==> src/rtl/prefetch_feeder_pkg.sv <==
// Shared definitions for the prefetch feeder.
//   feeder_state_t : run state of the feeder (STOPPED / RUNNING)
//   occ_bits()     : width needed to count 0..depth words held in the FIFO
package prefetch_feeder_pkg;

    typedef enum logic [0:0] {
        STOPPED = 1'b0,
        RUNNING = 1'b1
    } feeder_state_t;

    function automatic int occ_bits(input int depth);
        return $clog2(depth + 1);
    endfunction

endpackage

==> src/rtl/prefetch_feeder_updown.sv <==
// Up/down counter with synchronous load, used for the feeder's occupancy,
// pending and discard counts.
//   clk, reset : clock and synchronous active-high reset (clears to 0)
//   inc, dec   : count up / down by one; both together hold the value
//   load       : replace the count with load_value (wins over inc/dec)
//   count      : current registered count
module updown_counter #(
    parameter int WIDTH = 2
) (
    input  logic             clk,
    input  logic             reset,
    input  logic             inc,
    input  logic             dec,
    input  logic             load,
    input  logic [WIDTH-1:0] load_value,
    output logic [WIDTH-1:0] count
);

    localparam logic [WIDTH-1:0] ONE = WIDTH'(1);

    logic [WIDTH-1:0] count_reg;
    logic [WIDTH-1:0] count_next;

    always_comb begin
        count_next = count_reg;
        if (load) begin
            count_next = load_value;
        end else if (inc && !dec) begin
            count_next = count_reg + ONE;
        end else if (dec && !inc) begin
            count_next = count_reg - ONE;
        end
    end

    always_ff @(posedge clk) begin
        if (reset) begin
            count_reg <= '0;
        end else begin
            count_reg <= count_next;
        end
    end

    assign count = count_reg;

endmodule

==> src/rtl/prefetch_feeder.sv <==
// Prefetch feeder: issues sequential word reads to memory and pushes each
// returned word into a small downstream FIFO. Requests are only issued while
// a FIFO slot is guaranteed for the answer, so the FIFO can never overflow.
// A redirect reloads the fetch address, clears the FIFO and turns every
// in-flight response into a discard.
//   clk, reset                     : clock, synchronous active-high reset
//   redirect, redirect_addr        : jump to a new fetch address, start running
//   stop                           : stop issuing requests (in-flight still land)
//   mem_req_valid/ready/addr       : request channel (addr is registered)
//   mem_resp_valid/data            : in-order response channel
//   fifo_add, fifo_new_entry       : push port of the downstream FIFO
//   fifo_remove                    : consumer's pop of the downstream FIFO
//   fifo_clear                     : FIFO reset (reset | redirect)
//   occupancy                      : words currently held in the FIFO
module prefetch_feeder
    import prefetch_feeder_pkg::*;
#(
    parameter int ADDR_BITS       = 16,
    parameter int DATA_BITS       = 16,
    parameter int FIFO_DEPTH      = 3,
    parameter int MAX_OUTSTANDING = 2
) (
    input  logic                            clk,
    input  logic                            reset,
    input  logic                            redirect,
    input  logic [ADDR_BITS-1:0]            redirect_addr,
    input  logic                            stop,
    output logic                            mem_req_valid,
    input  logic                            mem_req_ready,
    output logic [ADDR_BITS-1:0]            mem_req_addr,
    input  logic                            mem_resp_valid,
    input  logic [DATA_BITS-1:0]            mem_resp_data,
    output logic                            fifo_add,
    output logic [DATA_BITS-1:0]            fifo_new_entry,
    input  logic                            fifo_remove,
    output logic                            fifo_clear,
    output logic [occ_bits(FIFO_DEPTH)-1:0] occupancy
);

    localparam int OCC_W  = occ_bits(FIFO_DEPTH);
    localparam int PEND_W = $clog2(MAX_OUTSTANDING + 1);
    // One spare bit so the credit arithmetic has headroom whichever count is wider.
    localparam int FREE_W = ((OCC_W > PEND_W) ? OCC_W : PEND_W) + 1;

    feeder_state_t state_reg;
    feeder_state_t state_next;

    logic [ADDR_BITS-1:0] addr_reg;
    logic [OCC_W-1:0]     occ;
    logic [PEND_W-1:0]    pending;
    logic [PEND_W-1:0]    discard;
    logic [PEND_W-1:0]    discard_load;

    logic [FREE_W-1:0]    free;
    logic                 credit_ok;
    logic                 below_max;
    logic                 handshake;
    logic                 resp_keep;

    // ---------------- run state ----------------
    always_ff @(posedge clk) begin
        if (reset) begin
            state_reg <= STOPPED;
        end else begin
            state_reg <= state_next;
        end
    end

    // redirect has priority over stop
    always_comb begin
        state_next = state_reg;
        if (redirect) begin
            state_next = RUNNING;
        end else if (stop) begin
            state_next = STOPPED;
        end
    end

    // ---------------- credit check ----------------
    // Slots not yet spoken for: FIFO depth minus words held minus responses
    // still expected to land in the FIFO. Discards will never occupy a slot.
    assign free = FREE_W'(FIFO_DEPTH) - FREE_W'(occ)
                - (FREE_W'(pending) - FREE_W'(discard));

    assign credit_ok = (free != '0);
    assign below_max = (FREE_W'(pending) < FREE_W'(MAX_OUTSTANDING));

    assign mem_req_valid = (state_reg == RUNNING) && !redirect && credit_ok && below_max;
    assign handshake     = mem_req_valid && mem_req_ready;

    // ---------------- address register ----------------
    always_ff @(posedge clk) begin
        if (reset) begin
            addr_reg <= '0;
        end else if (redirect) begin
            addr_reg <= redirect_addr;
        end else if (handshake) begin
            addr_reg <= addr_reg + ADDR_BITS'(1);
        end
    end

    assign mem_req_addr = addr_reg;

    // ---------------- response steering ----------------
    // A response is stale if it belongs to a fetch issued before a redirect,
    // either an earlier one (discard > 0) or the one happening right now.
    assign resp_keep      = mem_resp_valid && !redirect && (discard == '0);
    assign fifo_add       = resp_keep;
    assign fifo_new_entry = mem_resp_data;
    assign fifo_clear     = reset || redirect;
    assign occupancy      = occ;

    // Everything still in flight after this cycle's response becomes a discard.
    assign discard_load = pending - PEND_W'(mem_resp_valid);

    // ---------------- counters ----------------
    updown_counter #(.WIDTH(OCC_W)) u_occ (
        .clk        (clk),
        .reset      (reset),
        .inc        (resp_keep),
        .dec        (fifo_remove && !redirect),
        .load       (redirect),
        .load_value ('0),
        .count      (occ)
    );

    updown_counter #(.WIDTH(PEND_W)) u_pending (
        .clk        (clk),
        .reset      (reset),
        .inc        (handshake),
        .dec        (mem_resp_valid),
        .load       (1'b0),
        .load_value ('0),
        .count      (pending)
    );

    updown_counter #(.WIDTH(PEND_W)) u_discard (
        .clk        (clk),
        .reset      (reset),
        .inc        (1'b0),
        .dec        (mem_resp_valid && (discard != '0)),
        .load       (redirect),
        .load_value (discard_load),
        .count      (discard)
    );

endmodule

==> config.mk <==
export PLATFORM = sky130hd
export DESIGN_NAME = prefetch_feeder
export DESIGN_NICKNAME = d
export VERILOG_FILES = /design/src/rtl/prefetch_feeder_pkg.sv /design/src/rtl/prefetch_feeder_updown.sv /design/src/rtl/prefetch_feeder.sv
export SDC_FILE = /design/constraint.sdc
export NUM_CORES = 1
export LEC_CHECK = 0
export CAP_MARGIN = 5
export CORE_MARGIN = 4
export CORE_UTILIZATION = 43
export DETAILED_ROUTE_END_ITERATION = 12
export PLACE_DENSITY_LB_ADDON = 0.08
export SLEW_MARGIN = 20
export SYNTH_ARGS = -nofsm -noshare
export SYNTH_HDL_FRONTEND = slang
export SYNTH_SLANG_ARGS = --single-unit
==> constraint.sdc <==
create_clock -name clk -period 9.1 [get_ports clk]
set_clock_uncertainty 0.1 [all_clocks]
set_input_delay 1.82 -clock clk [delete_from_list [all_inputs] [get_ports clk]]
set_output_delay 1.82 -clock clk [all_outputs]
set_load 0.03 [all_outputs]
==> results of run 1 <==
critical path, delay by kind of cell:
| family | cells | cell delay [ps] |
|---|---|---|
| buf+inv | 3 | 2280 |
| simple gates | 1 | 290 |
synthesized netlist by cell type, types with 3 or more instances:
master	number
a2111oi_0	3
a211oi_1	7
a21oi_1	4
a311oi_1	8
a31oi_1	3
and3_1	3
and4_1	3
buf_4	17
clkbuf_1	4
dfxtp_1	23
ha_1	7
inv_1	11
nand2_1	6
nor2_1	12
nor3_1	3
o211a_1	4
o21bai_1	3
o311ai_0	3
o31ai_1	3
or4_1	6
xor2_1	4
report_power, final:
group          total [W]  switching, W  leakage (nW)  internal, W
Clock          0.0000478     0.0000307        0.0150    0.0000171
Sequential      0.000119    0.00000962         0.191     0.000109
Combinational  0.0000873     0.0000479         0.499    0.0000395
Total           0.000254     0.0000882         0.705     0.000166
cell type report:
class | count | area [um2] | share of cell area [%]
timing repair buffer | 43 | 430 | 22.9
multi-input combinational | 111 | 867 | 46.0
inverter | 11 | 41.3 | 2.19
clock buffer | 4 | 26.3 | 1.40
sequential | 23 | 460 | 24.5
tap | 46 | 57.6 | 3.06
cells by family (layout without fill, tap and decap cells):
logic type	count (synthesis)	after routing	share of synthesized area [%]
AOI/OAI and AO/OA	46	46	24.8
xor gates and xnor gates	7	7	4.49
adders and majority gates	9	9	8.33
buffers and inverters	35	58	13.3
DFF	23	23	30.1
muxes	1	1	0.654
and+or+nand+nor	48	48	18.4
layer usage:
layer	track usage [%]	wire, um
met1	21.5	1590
met4	6.58	47
met5	0	0
met2	28.7	1710
met3	2.83	262
through the flow:
step                area, um2  total power, W  cells  hold slack [ps]  setup WS [ps]
finish                   1880        0.000254    238              391           2790
global route             1880        0.000270    238              411           2640
CTS                      1880        0.000257    238              391           2810
detailed placement       1860        0.000208    234              373           2810
global placement         1860        0.000206    234              369           2900
floorplan                1530        0.000190    169              350           4590
worst max path at each step:
stage,cells after the start,from,to
after CTS,4,redirect,fifo_add
final,4,redirect,fifo_add
after detailed placement,4,redirect,fifo_add
after global routing,4,redirect,fifo_add
after floorplan,4,redirect,fifo_add
after global placement,4,redirect,fifo_add
==> results.ini, run 1 <==
[layout]
fin_nets = 241
area_delta_synth_final_pct = 23.0
layout-drive-gt1-share_pct = 6.25
final_cell_mix = 43 x clkdlybuf4s50_1, 23 x dfxtp_1, 12 x nor2_1, 11 x inv_1, 8 x a311oi_1
final_common_cell = clkdlybuf4s50_1
fillers = 309
fin_util_pct = 55.6
diodes = 0
largest_reg_flops = 16

[clocking]
cts_sinks = 23
hold_buffers = 0
worst_skew_pair.late_latency_ps = 310
cts_tree = done
htree_levels = 1
path_clk_slew_ps = 120
post_cts_buffers = 0
numCtsBuffers = 3
cts_root_buf = clkbuf_4
clock_path_buffers = 2
cts_resized = 0

[synthesis]
synth-async-reset-ratio_pct = 0
synth_area_mm2 = 0.00153
synth_cells = 169
synthFlopType = dfxtp_1
synthDistinctLibCells = 45
synth_top_area_share_pct = 30.1
seq_area_frac_synth_pct = 30.1
synth.ff_latch_count = 23
synthesis.nets = 217
yosysTopAreaCell = dfxtp_1
ys_warn_count = 0
synth_edf_count = 0
netlist_top_cells_area = dfxtp_1 30%, buf_4 8.3%, ha_1 5.7%
synth.avg_cell_area_um2 = 9.06

[setup_path]
critPathCaptureType = primary output
critPathLaunchType = input port
crit_top_cell = clkdlybuf4s50_1
r2r.worst_path.cells = 8
crit_chain = clkdlybuf4s50_1, inv_1, and3_1, clkdlybuf4s50_1
worstPathArrival_ps = 4390
criticalPathCategory = input port to primary output
critPathMaxFanout = 22
r2r-end = u_pending.count[1]
r2r_slack_ps = 5890
slowest_delay_ps = 860
crit_required_ps = 7180
timing.rr.start = u_pending.count[1]
worst_path_max_delay_cell = clkdlybuf4s50_1

[global_routing]
antenna_found_initial = 0
grt_pass1_wl_mm = 6.11
grt_pass1_vias = 1390
groute.usage.overall_pct = 17.0
grt_max_degree = 23
overflow = 0

[floorplan]
ioPinCount = 76
core-area_mm2 = 0.00339
die_h_um = 67.7
die_area_mm2 = 0.00458
start_util_pct = 45.2
die_w_um = 67.7
row_count = 21

[drt]
drc = 0
ant_nets = 0
wl_per_cell_um = 15.2
drtPass1Iterations = 4
vias_per_cell = 5.75
vias = 1368
drtIter0Drc = 58
drt-total-wl_mm = 3.61

[place]
hpwl_mm = 2.73
place.gp.congestion = 0.739
numPortBuffers = 43

[sta]
clock.fmax_mhz = 159
tightest_slew_ps = 871
fin_crit_sh_pct = 69.3
relSlewSlack_pct = 41.8
report.final.setup_viol = 0
fin_setup_tns_ps = 0
rsz0062_at_grt = no
slew_violations = 0
finalCriticalPeriod_ps = 6310
hold_viol = 0

[hold_path]
hold_start = state_reg
min_path_type = flop to flop
holdPathEnd = state_reg
hold_depth = 2

[run]
max-cap-violations = 0

[pwr]
leakage_nw = 0.705
power_density_mw_per_mm2 = 135
irDropWorstVdd_mv = 0.0470

[status]
outcome = finished, final reports clean

No activity file was read; power rests on OpenSTA's default activity.
==> inputs of run 2 (changes only) <==
- CORE_UTILIZATION: 43 -> 40
- clock period: 9.1 -> 6.3 ns (I/O delays scaled with it)
==> run 2 against run 1 <==
Net effect:
- register-to-register slack worse by 2800 ps
- utilization is 3.7 points lower
- die area is 6.6% higher
- final area is 1.5% higher
- sequential cell count stayed put
- global-route usage is 2.3 points lower
- sequential share of layout area is 0.37 points lower
- worst hold slack better by 9.8 ps
- power is 54% higher
- first-iteration DRC count is 59% lower
- highest routed layer unchanged
==> results.ini, run 2 (synthesis gave the netlist of run 1 again) <==
[drt]
drc = 0
vias = 1357
wl_per_cell_um = 14.7
drt-total-wl_mm = 3.55
vias_per_cell = 5.63
ant_nets = 0
drtPass1Iterations = 4
drtIter0Drc = 24

[sta]
rsz0062_at_grt = no
relSlewSlack_pct = 46.2
fin_crit_sh_pct = 74.7
report.final.setup_viol = 0
slew_violations = 0
hold_viol = 0
clock.fmax_mhz = 212
fin_setup_tns_ps = 0
finalCriticalPeriod_ps = 4710
tightest_slew_ps = 804

[pwr]
irDropWorstVdd_mv = 0.0757
leakage_nw = 0.718
power_density_mw_per_mm2 = 204
switching_power_w = 0.000131
seqPwrFrac_pct = 43.8
clkPwrFrac_pct = 23.9
internal-power_w = 0.000259
p_sw_share_pct = 33.6
p_comb_share_pct = 32.2

[floorplan]
die_h_um = 69.9
die_area_mm2 = 0.00488
die_w_um = 69.9
row_count = 22
ioPinCount = 76
start_util_pct = 41.5
core-area_mm2 = 0.00369

[setup_path]
slowest_delay_ps = 670
critPathLaunchType = input port
critPathMaxFanout = 22
worstPathArrival_ps = 3350
crit_required_ps = 4940
cp_top_family = buffers and inverters
crit_top_cell = clkdlybuf4s50_1
worst_path_max_delay_cell = clkdlybuf4s50_1
criticalPathCategory = input port to primary output
crit_chain = clkdlybuf4s50_1, buf_4, inv_1, and3_1, clkdlybuf4s50_1
path_buf_inv = 4
critPathCaptureType = primary output

[layout]
final_common_cell = clkdlybuf4s50_1
final_cell_mix = 43 x clkdlybuf4s50_1, 23 x dfxtp_1, 12 x nor2_1, 11 x inv_1, 8 x a311oi_1
fin_nets = 242
largest_reg_flops = 16
fin_util_pct = 51.8
final_area_mm2 = 0.00191
layout-drive-gt1-share_pct = 6.74
area_delta_synth_final_pct = 24.8
diodes = 0

[clocking]
cts_sinks = 23
worst_skew_pair.late_latency_ps = 260
htree_levels = 1
post_cts_buffers = 0
clock_path_buffers = 2
numCtsBuffers = 3
cts_root_buf = clkbuf_8
hold_buffers = 0
path_clk_slew_ps = 80
cts_resized = 0
cts_tree = done

[place]
dpl_cell_area_mm2 = 0.00187
place.gp.congestion = 0.756
hpwl_mm = 2.65
numPortBuffers = 43

[hold_path]
min_path_type = flop to flop

[global_routing]
grt_pass1_vias = 1306
groute.usage.overall_pct = 14.8
antenna_found_initial = 0
grt_pass1_wl_mm = 6.02
overflow = 0
grt_max_degree = 23

[run]
max-cap-violations = 0

[status]
outcome = finished, final reports clean

==> run 2: layer usage <==
layer  part of all wire [%]  GRT usage (%)  up-vias
met4                    2.2           7.02        0
met2                     48           23.2       45
met1                     44           19.0      632
li1                       -              -      668
met3                    5.9           3.45       12
met5                      0              0        -
==> run 2: area by class of cell <==
class	count	area, um2
multi-input combinational	111	867
fill	373	1780
sequential	23	460
timing repair buffer	44	438
clock buffer	4	45.0
inverter	11	41.3
tap	48	60.1
==> run 2: path summary, 6_finish.rpt <==
path,startpoint,end,slack [ps],cells after the start
setup / recovery,redirect,fifo_add,1590,5
hold / removal,state_reg,state_reg,400,2
setup reg to reg,u_pending.count[1],u_pending.count[1],3120,8
hold reg to reg,state_reg,state_reg,400,2
==> run 2: worst register-to-register path, cell delays in order (launching register included) <==
cell and delay, ps:
dfxtp_1 390, fa_1 520, inv_1 50, fa_1 450, or2_2 360, o211a_1 310, ha_1 330, or3_2 460
a21oi_1 140
==> run 2: through the flow <==
| step | std cells | power, W | hold WS (ps) | setup WS [ps] |
|---|---|---|---|---|
| global placement | 237 | 0.000298 | 390 | 1590 |
| CTS | 241 | 0.000396 | 401 | 1570 |
| detailed placement | 237 | 0.000301 | 382 | 1580 |
| floorplan | 169 | 0.000275 | 350 | 2710 |
| global route | 241 | 0.000415 | 439 | 1490 |
| finish | 241 | 0.000391 | 400 | 1590 |
==> run 2: power groups by stage <==
stage	Clock (W)	Combinational [W]	Sequential, W
finish	0.0000936	0.000126	0.000171
global route	0.000103	0.000138	0.000174
CTS	0.0000975	0.000127	0.000171
detailed placement	0	0.000127	0.000175
global placement	0	0.000124	0.000174
floorplan	0	0.0000878	0.000187
